[src/rtl/uart_prog_loader_if.sv]
// RAM write-port bundle driven by the serial program loader.
// The loader is the master; the instruction/data RAM is the slave.
interface uart_prog_loader_if #(
  parameter int ADDR_W = 10
);
  logic [ADDR_W-1:0] mem_addr;
  logic [15:0]       mem_wdata;
  logic              mem_we;

  modport master (
    output mem_addr,
    output mem_wdata,
    output mem_we
  );

  modport slave (
    input mem_addr,
    input mem_wdata,
    input mem_we
  );
endinterface

[src/rtl/uart_prog_loader.sv]
// UART 8N1 receiver plus framed image loader that fills the CPU RAM
// with big-endian 16-bit words and holds the CPU in reset meanwhile.
module uart_prog_loader #(
  parameter int CLK_HZ = 50_000_000,
  parameter int BAUD   = 115_200,
  parameter int ADDR_W = 10
) (
  input  logic        clk,
  input  logic        reset,
  input  logic        rx,
  uart_prog_loader_if.master mem,
  output logic        cpu_hold,
  output logic        done,
  output logic        err,
  output logic [15:0] words_loaded
);

  localparam int CPB  = CLK_HZ / BAUD;
  localparam int HALF = CPB / 2;
  localparam int CW   = $clog2(CPB + 1);
  localparam logic [CW-1:0] HALF_END = CW'(HALF - 2);
  localparam logic [CW-1:0] BIT_END  = CW'(CPB - 1);
  localparam logic [16:0]   CAP      = 17'(1) << ADDR_W;

  typedef enum logic [1:0] {
    RX_IDLE, RX_START, RX_DATA, RX_STOP
  } rx_state_t;

  typedef enum logic [2:0] {
    WAIT_HDR, CNT_HI, CNT_LO, DATA_HI, DATA_LO, CHECK
  } ld_state_t;

  logic            s1, s2;
  rx_state_t       rx_st, rx_st_n;
  logic [CW-1:0]   cnt, cnt_n;
  logic [2:0]      bit_idx, bit_n;
  logic [7:0]      shreg, sh_n;
  logic            byte_valid, bv_n;
  logic            frame_err, fe_n;

  ld_state_t       ld, ld_n;
  logic [15:0]     n_q, n_n;
  logic [15:0]     n_full;
  logic [7:0]      hi_q, hi_n;
  logic [7:0]      chk_q, chk_n;
  logic [ADDR_W-1:0] addr_q, addr_n;
  logic [15:0]     wdata_q, wdata_n;
  logic            we_q, we_n;
  logic            hold_q, hold_n;
  logic            done_q, done_n;
  logic            err_q, err_n;
  logic [15:0]     words_q, words_n;

  always_ff @(posedge clk) begin
    if (reset) begin
      s1         <= 1'b1;
      s2         <= 1'b1;
      rx_st      <= RX_IDLE;
      cnt        <= '0;
      bit_idx    <= '0;
      shreg      <= '0;
      byte_valid <= 1'b0;
      frame_err  <= 1'b0;
      ld         <= WAIT_HDR;
      n_q        <= '0;
      hi_q       <= '0;
      chk_q      <= '0;
      addr_q     <= '0;
      wdata_q    <= '0;
      we_q       <= 1'b0;
      hold_q     <= 1'b0;
      done_q     <= 1'b0;
      err_q      <= 1'b0;
      words_q    <= '0;
    end else begin
      s1         <= rx;
      s2         <= s1;
      rx_st      <= rx_st_n;
      cnt        <= cnt_n;
      bit_idx    <= bit_n;
      shreg      <= sh_n;
      byte_valid <= bv_n;
      frame_err  <= fe_n;
      ld         <= ld_n;
      n_q        <= n_n;
      hi_q       <= hi_n;
      chk_q      <= chk_n;
      addr_q     <= addr_n;
      wdata_q    <= wdata_n;
      we_q       <= we_n;
      hold_q     <= hold_n;
      done_q     <= done_n;
      err_q      <= err_n;
      words_q    <= words_n;
    end
  end

  // Start bit is re-checked near mid-bit to reject short glitches.
  always_comb begin
    rx_st_n = rx_st;
    cnt_n   = cnt;
    bit_n   = bit_idx;
    sh_n    = shreg;
    bv_n    = 1'b0;
    fe_n    = 1'b0;
    unique case (rx_st)
      RX_IDLE: begin
        if (!s2) begin
          rx_st_n = RX_START;
          cnt_n   = '0;
        end
      end
      RX_START: begin
        if (cnt == HALF_END) begin
          cnt_n   = '0;
          bit_n   = '0;
          rx_st_n = s2 ? RX_IDLE : RX_DATA;
        end else begin
          cnt_n = cnt + CW'(1);
        end
      end
      RX_DATA: begin
        if (cnt == BIT_END) begin
          cnt_n = '0;
          sh_n  = {s2, shreg[7:1]};
          bit_n = bit_idx + 3'd1;
          if (bit_idx == 3'd7) rx_st_n = RX_STOP;
        end else begin
          cnt_n = cnt + CW'(1);
        end
      end
      RX_STOP: begin
        if (cnt == BIT_END) begin
          cnt_n   = '0;
          rx_st_n = RX_IDLE;
          bv_n    = s2;
          fe_n    = !s2;
        end else begin
          cnt_n = cnt + CW'(1);
        end
      end
    endcase
  end

  assign n_full = {n_q[15:8], shreg};

  always_comb begin
    ld_n    = ld;
    n_n     = n_q;
    hi_n    = hi_q;
    chk_n   = chk_q;
    addr_n  = addr_q;
    wdata_n = wdata_q;
    we_n    = 1'b0;
    hold_n  = hold_q;
    done_n  = done_q;
    err_n   = err_q;
    words_n = words_q;
    // The cycle after a write strobe advances the word pointer.
    if (we_q) begin
      addr_n  = addr_q + ADDR_W'(1);
      words_n = words_q + 16'd1;
      ld_n    = (words_q + 16'd1 == n_q) ? CHECK : DATA_HI;
    end
    unique case (1'b1)
      frame_err && ld != WAIT_HDR: begin
        err_n  = 1'b1;
        hold_n = 1'b0;
        ld_n   = WAIT_HDR;
      end
      byte_valid: begin
        unique case (ld)
          WAIT_HDR: begin
            if (shreg == 8'hA5) begin
              hold_n  = 1'b1;
              done_n  = 1'b0;
              err_n   = 1'b0;
              words_n = '0;
              addr_n  = '0;
              chk_n   = '0;
              ld_n    = CNT_HI;
            end
          end
          CNT_HI: begin
            n_n   = {shreg, n_q[7:0]};
            chk_n = chk_q ^ shreg;
            ld_n  = CNT_LO;
          end
          CNT_LO: begin
            n_n   = n_full;
            chk_n = chk_q ^ shreg;
            if (n_full == 16'd0) begin
              ld_n = CHECK;
            end else if ({1'b0, n_full} > CAP) begin
              err_n  = 1'b1;
              hold_n = 1'b0;
              ld_n   = WAIT_HDR;
            end else begin
              ld_n = DATA_HI;
            end
          end
          DATA_HI: begin
            hi_n  = shreg;
            chk_n = chk_q ^ shreg;
            ld_n  = DATA_LO;
          end
          DATA_LO: begin
            chk_n   = chk_q ^ shreg;
            wdata_n = {hi_q, shreg};
            we_n    = 1'b1;
          end
          CHECK: begin
            if (shreg == chk_q) done_n = 1'b1;
            else                err_n  = 1'b1;
            hold_n = 1'b0;
            ld_n   = WAIT_HDR;
          end
        endcase
      end
      default: ;
    endcase
  end

  assign mem.mem_addr  = addr_q;
  assign mem.mem_wdata = wdata_q;
  assign mem.mem_we    = we_q;
  assign cpu_hold      = hold_q;
  assign done          = done_q;
  assign err           = err_q;
  assign words_loaded  = words_q;

endmodule
[src/flat_wrapper.sv]
// flat-port wrapper written by rule: the top's interface ports become plain ports
module uart_prog_loader_flat 
#(
  parameter int CLK_HZ = 50_000_000,
  parameter int BAUD   = 115_200,
  parameter int ADDR_W = 10
)
  (clk, reset, rx, cpu_hold, done, err, words_loaded, mem_mem_addr, mem_mem_wdata, mem_mem_we);
  uart_prog_loader_if #(.ADDR_W(ADDR_W)) mem_i ();
  input  logic clk;
  input  logic reset;
  input  logic rx;
  output logic cpu_hold;
  output logic done;
  output logic err;
  output logic [15:0] words_loaded;
  output wire logic [$bits(mem_i.mem_addr)-1:0] mem_mem_addr;
  output wire logic [$bits(mem_i.mem_wdata)-1:0] mem_mem_wdata;
  output wire logic [$bits(mem_i.mem_we)-1:0] mem_mem_we;
  assign mem_mem_addr = mem_i.mem_addr;
  assign mem_mem_wdata = mem_i.mem_wdata;
  assign mem_mem_we = mem_i.mem_we;
  uart_prog_loader #(.CLK_HZ(CLK_HZ), .BAUD(BAUD), .ADDR_W(ADDR_W)) u_core (.clk(clk), .reset(reset), .rx(rx), .mem(mem_i), .cpu_hold(cpu_hold), .done(done), .err(err), .words_loaded(words_loaded));
endmodule
[config.mk]
export PLATFORM = sky130hd
export DESIGN_NAME = uart_prog_loader_flat
export DESIGN_NICKNAME = d
export VERILOG_FILES = /design/src/rtl/uart_prog_loader_if.sv /design/src/rtl/uart_prog_loader.sv /design/src/flat_wrapper.sv
export SDC_FILE = /design/constraint.sdc
export NUM_CORES = 1
export LEC_CHECK = 0
export CAP_MARGIN = 20
export CELL_PAD_IN_SITES_DETAIL_PLACEMENT = 1
export CELL_PAD_IN_SITES_GLOBAL_PLACEMENT = 1
export CORE_MARGIN = 2
export CORE_UTILIZATION = 43
export CTS_BUF_LIST = sky130_fd_sc_hd__clkbuf_16
export CTS_CLUSTER_SIZE = 14
export DETAILED_ROUTE_END_ITERATION = 10
export MAX_ROUTING_LAYER = met4
export PLACE_DENSITY = 0.81
export SYNTH_ARGS = -nofsm -noshare
export SYNTH_HDL_FRONTEND = slang
export SYNTH_SLANG_ARGS = --single-unit
[constraint.sdc]
create_clock -name clk -period 3 [get_ports clk]
set_input_delay 0.6 -clock clk [delete_from_list [all_inputs] [get_ports clk]]
set_output_delay 0.6 -clock clk [all_outputs]
set_load 0.01 [all_outputs]
==> results of run 1 <==
[sequential cells by signal, indices dropped and copies added, names as in the netlist, 8 cells and up, named ones only]
name / flops
u_core.mem.mem_addr: 10
u_core.shreg: 8
u_core.cnt: 9
u_core.n_q: 16
u_core.hi_q: 8
u_core.chk_q: 8
u_core.mem.mem_wdata: 16
u_core.words_loaded: 16
[cell families after synthesis]
kind of cell	count (synthesis)	synth area share
AND/OR/NAND/NOR	297	0.272
AO/OA/AOI/OAI	110	0.121
flip-flops	107	0.418
XOR/XNOR	55	0.0939
buffers and inverters	51	0.0469
multiplexers	11	0.0215
adder cells (fa/ha/maj)	11	0.0268
[final cells by class]
type / instances / area [um^2]
fill: 1409 / 5580
timing repair buffer: 56 / 536
clock buffer: 9 / 225
clock inverter: 7 / 76.3
inverter: 10 / 37.5
tap: 143 / 179
sequential: 107 / 2140
multi-input combinational: 484 / 2750
[where the power goes]
part           internal (mW)  leakage (nW)  switching [mW]
Clock                  0.653         0.144           0.559
Sequential              1.42         0.862         0.00446
Combinational         0.0214          1.16          0.0568
Total                   2.10          2.16           0.620
[cells in the final DEF (no fill, tap or decap), drive strengths merged, types with 2 or more instances in the layout]
cell and n:
clkinv 3, and3b 2, nor2 79, xnor2 20, mux2i 11, and4 2, o21ai 24, xor2 35
or4 3, ha 11, nor4 6, clkdlybuf4s50 47, and3 10, a31oi 2, nor2b 8, and2 3
nand3b 4, buf 9, nand3 12, a22oi 2, a21oi 65, o31ai 2, nand2 128, nor4b 2
dfxtp 107, or2 5, or3 6, clkbuf 9, nand4 18, inv 12, nor3 4
[final timing paths]
path                                                 to                              start  slack [ns]  depth (start not counted)
worst max-delay path            u_core.ld[1]$_SDFF_PP0_  u_core.words_loaded[0]$_SDFF_PP0_        0.53                          7
worst min-delay path               u_core.s2$_SDFF_PP1_               u_core.s1$_SDFF_PP1_        0.41                          1
worst max register to register  u_core.ld[1]$_SDFF_PP0_  u_core.words_loaded[0]$_SDFF_PP0_        0.53                          7
worst min register to register     u_core.s2$_SDFF_PP1_               u_core.s1$_SDFF_PP1_        0.41                          1
[cells in the mapped netlist (all sizes together) (3+ instances only)]
| master | instances |
|---|---|
| dfxtp | 107 |
| nor3 | 4 |
| nor2 | 79 |
| nor2b | 8 |
| and2 | 3 |
| and3 | 10 |
| nor4 | 6 |
| nand3 | 12 |
| nand4 | 18 |
| or3 | 6 |
| nand3b | 4 |
| nand2 | 128 |
| o21ai | 24 |
| or2 | 5 |
| inv | 10 |
| a21oi | 65 |
| clkbuf | 32 |
| xor2 | 35 |
| or4 | 3 |
| buf | 9 |
| mux2i | 11 |
| ha | 11 |
| xnor2 | 20 |
[layer usage]
metal  share of wire  vias to the layer above  wire length, um  global-route usage
li1                -                     2211                -                   -
met1            0.45                     2204             6060               0.262
met2            0.50                       68             6770               0.400
met3           0.024                       18              324              0.0300
met4           0.020                        0              263              0.0919
met5               0                        -                0                   -
[metrics by stage]
| stage | instance area [um^2] | setup slack [ns] | power [mW] | util |
|---|---|---|---|---|
| after global placement | 5640 | 0.670 | 1.54 | 0.490 |
| after detailed placement | 5640 | 0.507 | 1.54 | 0.490 |
| after global routing | 5940 | 0.344 | 2.80 | 0.516 |
| after floorplan | 5130 | 0.756 | 1.52 | - |
| after CTS | 5940 | 0.514 | 2.74 | 0.516 |
| final | 5940 | 0.529 | 2.72 | 0.516 |
==> run summary, run 1 <==
IO Pins: 49
Synthesized Nets: 656
routed len/inst: 16.4 um
post-CTS setup buffers: 0
post-cts resize count: 0
# nets final: 682
H-tree depth: 3
initial antenna violation count: 0
violated checks: DRC
final WL: 13.4 mm
max-slew violation count: 0
Clk pin slew, worst setup/hold paths: 0.07 ns
fin crit share: 0.824
grt ovf: 0
Setup crit start kind: register
Rel. slew slack: 0.513
DRT iter0 DRCs: 171
final antenna-violating net count: 0
DP Wirelength: 9.13 mm
largest cells by area after synthesis: dfxtp_1 42%, nand2_1 9.4%, a21oi_1 6.3%
Vias: 4501
Crit Path Max Fanout: 6
Final min period: 2.47 ns
kind of cell adding the most delay to the critical path: simple AND/OR/NAND/NOR gates
CTS tree: yes
Worst path slowest cell: or4_4
Max Clock Freq: 405 MHz
Die Width: 113 um
#FFs+latches synth: 107
Num Clock Sinks: 107
cells after synthesis: 642
ys async rst share: 0
RSZ-0062 raised after global routing: false
setup_tns: 0 ns
first-pass GRT wire length: 22.9 mm
count of cell types in the netlist: 61
Post-Syn Area per Cell: 7.99 um^2
GRT Total Usage: 0.228
top cell type's share of synthesized area: 0.418
Worst VDD drop: 0.323 mV
routability cong.: 0.863
pin count of the biggest net entering global routing: 43
cell breakdown of the critical path: ha_1 -> nand4_2 -> or4_4 -> o31ai_2 -> o2111ai_1 -> nor4_2 -> o32ai_1
worst path bufs/invs: 0
Final setup viols: 0
Core Footprint: 11500 um^2
die area: 12800 um^2
status: finished, violations left
Final Hold Viols: 0
max incr delay on CP: 0.53 ns
Power per Cell Area: 458 nW/um^2
DRT Pass-1 Iters: 7
CTS root buf: clkbuf_16
fraction of layout cells with a size suffix above 1: 0.0609
Min-Delay Path Class: register to register
Final Non-Filler Cells: 816
worst-margin pin slew: 0.728 ns
number of flops mapped to enable cells by yosys: 0
clk_skew: 0.00475 ns
Seq/Total Area, Yosys: 0.418
endpoint type of the worst setup path: register
Avg Vias per Cell: 5.52
# rows: 39
area growth from synthesis to layout: 15.9%
Synth area leader: dfxtp_1
placed cell count: 800
diodes inserted: 0
Critical Path AT: 2.70 ns
most used flip-flop cell after synthesis: dfxtp_1
Clock Latency Late Sink: 0.36 ns
CP Class: register to register
initial core utilization: 0.445
Leak Pwr: 2.16 nW
# DRC: 3
Hold WS: 0.411 ns
total CTS buffers: 9
Max-Cap Viols: 0
Syn Std Cell Area: 5130 um^2
CTS hold repair buffers: 0
WP data required: 3.23 ns
YS warnings: 0
Die Ht: 113 um
number of buffers added on ports: 48
CTS Buffer Depth: 2
vias in the first global route: 4678
(Power assumes the default switching activity.)
==> run 2, diff against run 1 <==
- CORE_UTILIZATION: 43 -> 39
- PLACE_DENSITY: 0.81 -> 0.78
- clock period: 3 -> 2.16 ns (I/O delays scaled with it)
==> run 2 against run 1 <==
  * The run now ends clean
  * Core utilization is 1.9 points lower
  * Fmax increased by 15%
  * Clock-buffer cell count unchanged
  * Die area rose by 9.9%
  * Cell area grew 6.5%
  * Global-route usage down 0.92 points
  * Total power up 43%
  * Critical endpoint unchanged
  * Largest power group unchanged
==> run summary, run 2 (synthesized netlist as in run 1, its figures left out) <==
status: complete, no violations (was finished, violations left)
GRT Total Usage: 0.218 (was 0.228)
vias in the first global route: 4901 (was 4678)
clk_skew: 0.00539 ns (was 0.00475 ns)
Clk pin slew, worst setup/hold paths: 0.07 ns (about the same)
commonest non-fill, non-tap cells in the layout: 128 x nand2_1, 103 x dfxtp_1, 78 x nor2_1 (was 128 x nand2_1, 107 x dfxtp_1, 78 x nor2_1)
Critical Path AT: 2.36 ns (was 2.70 ns)
post-CTS setup buffers: 0 (unchanged)
Placement Setup Slack: -0.0322 ns (was 0.507 ns)
pin count of the biggest net entering global routing: 34 (was 43)
Num Clock Sinks: 107 (unchanged)
Final min period: 2.14 ns (was 2.47 ns)
Core Footprint: 12700 um^2 (was 11500 um^2)
global-route track usage on met2: 0.368 (was 0.400)
final antenna-violating net count: 0 (unchanged)
path depth of the worst reg2reg path: 7 (unchanged)
CTS hold repair buffers: 0 (unchanged)
setup ws final: 0.0202 ns (was 0.529 ns)
Final setup viols: 0 (unchanged)
Power Total: 3.89 mW (was 2.72 mW)
RSZ-0062 raised after global routing: true (was false)
H-tree depth: 3 (unchanged)
Setup crit start: u_core.words_loaded[0]$_SDFF_PP0_ (unchanged)
reg2reg setup slack: 0.02 ns (was 0.53 ns)
GR Util met1: 0.260 (was 0.262)
WP data required: 2.38 ns (was 3.23 ns)
Final Non-Filler Cells: 877 (was 816)
initial antenna violation count: 0 (unchanged)
placed cell count: 861 (was 800)
max-slew violation count: 0 (unchanged)
met3 Use GR: 0.0304 (was 0.0300)
Max Clock Freq: 467 MHz (was 405 MHz)
Leak Pwr: 2.36 nW (was 2.16 nW)
Worst VDD drop: 0.293 mV (was 0.323 mV)
first-pass GRT wire length: 24.3 mm (was 22.9 mm)
CTS root buf: clkbuf_16 (unchanged)
Die Width: 119 um (was 113 um)
area growth from synthesis to layout: 23.4% (was 15.9%)
IO Pins: 49 (unchanged)
routability cong.: 0.861 (was 0.863)
Avg Vias per Cell: 5.28 (was 5.52)
grt peak-use layer: met2 (unchanged)
total CTS buffers: 9 (unchanged)
CTS Buffer Depth: 2 (unchanged)
Clock Latency Late Sink: 0.36 ns (about the same)
hold path depth: 1 (unchanged)
die area: 14100 um^2 (was 12800 um^2)
Max-Cap Viols: 0 (unchanged)
Min-Delay Path Class: register to register (unchanged)
Die Ht: 119 um (was 113 um)
final WL: 14.3 mm (was 13.4 mm)
diodes inserted: 0 (unchanged)
reg-to-reg endpoint: u_core.ld[1]$_SDFF_PP0_ (unchanged)
initial core utilization: 0.403 (was 0.445)
# DRC: 0 (was 3)
CTS tree: yes (unchanged)
CP endpoint: u_core.ld[1]$_SDFF_PP0_ (unchanged)
commonest non-fill, non-tap cell in the layout: nand2_1 (unchanged)
DP Wirelength: 10.0 mm (was 9.13 mm)
# nets final: 714 (was 682)
Power per Cell Area: 615 nW/um^2 (was 458 nW/um^2)
Vias: 4627 (was 4501)
grt ovf: 0 (unchanged)
endpoint type of the worst setup path: register (unchanged)
Crit Path Max Fanout: 3 (was 6)
DRT Pass-1 Iters: 4 (was 7)
fraction of layout cells with a size suffix above 1: 0.118 (was 0.0609)
Reg-to-Reg Start: u_core.words_loaded[0]$_SDFF_PP0_ (unchanged)
fin crit share: 0.991 (was 0.824)
Final Hold Viols: 0 (unchanged)
CP Class: register to register (unchanged)
worst-margin pin slew: 0.638 ns (was 0.728 ns)
DRT iter0 DRCs: 247 (was 171)
routed len/inst: 16.3 um (was 16.4 um)
# rows: 41 (was 39)
Setup crit start kind: register (unchanged)
Rel. slew slack: 0.575 (was 0.513)
number of buffers added on ports: 48 (unchanged)
## run 2: changes by cell type in the layout (fill, tap and decap cells not counted), sizes merged
| cell | change |
|---|---|
| bufinv | +1 |
| buf | +32 |
| inv | -1 |
| clkinvlp | -1 |
| clkinv | +1 |
## run 2: final cells by class
| class | instances | area [um^2] |
|---|---|---|
| well taps | 172 | 215 |
| flip-flops and latches | 107 | 2150 |
| clock inverters | 7 | 90.1 |
| multi-input cells | 484 | 2820 |
| inverters | 10 | 37.5 |
| fillers | 1553 | 6400 |
| repair buffers | 88 | 788 |
| clock buffers | 9 | 225 |
## run 2: per-stage QoR
| stage | hold slack (ns) | instance area [um^2] | util | TNS, ns |
|---|---|---|---|---|
| finish | 0.436 | 6320 | 0.497 | 0 |
| global route | 0.461 | 6320 | 0.497 | -0.103 |
| CTS | 0.441 | 6270 | 0.493 | 0 |
| detailed placement | 0.413 | 5930 | 0.466 | -0.0322 |
| global placement | 0.393 | 5930 | 0.466 | 0 |
| floorplan | 0.389 | 5130 | - | 0 |
## run 2: critical path, stage by stage (launching register included)
cell	delay, ns
dfxtp_2	0.36
ha_4	0.16
nand4_4	0.09
or4_4	0.53
o31ai_4	0.24
o2111ai_2	0.18
nor4_4	0.34
o32ai_1	0.11
## run 2: layer usage
| layer | vias up | routed length (um) | part of all wire |
|---|---|---|---|
| met5 | - | 0 | 0 |
| met4 | 0 | 342 | 0.024 |
| met3 | 26 | 435 | 0.030 |
| met2 | 78 | 7160 | 0.50 |
| met1 | 2257 | 6330 | 0.44 |
| li1 | 2266 | - | - |
## run 2: how the worst min path moves through the flow
stage | from | end | slack (ns)
2_1_floorplan | u_core.s1$_SDFF_PP1_ | u_core.s2$_SDFF_PP1_ | 0.39
3_3_place_gp | u_core.s1$_SDFF_PP1_ | u_core.s2$_SDFF_PP1_ | 0.39
3_5_place_dp | u_core.s1$_SDFF_PP1_ | u_core.s2$_SDFF_PP1_ | 0.41
4_1_cts | u_core.s1$_SDFF_PP1_ | u_core.s2$_SDFF_PP1_ | 0.44
5_1_grt | u_core.s1$_SDFF_PP1_ | u_core.s2$_SDFF_PP1_ | 0.46
6_report | u_core.s1$_SDFF_PP1_ | u_core.s2$_SDFF_PP1_ | 0.44
## run 2: what timing repair did
action                                  4_1_cts  5_1_grt
endpoints found under the setup margin        2       15
resized for setup                             3       11
gates cloned                                  0        0
pin swaps                                     1        3
## run 2: power breakdown
group / switching (mW) / internal [mW]
clock: 0.775 / 1.01
sequential: 0.00717 / 1.98
combinational: 0.0799 / 0.0394
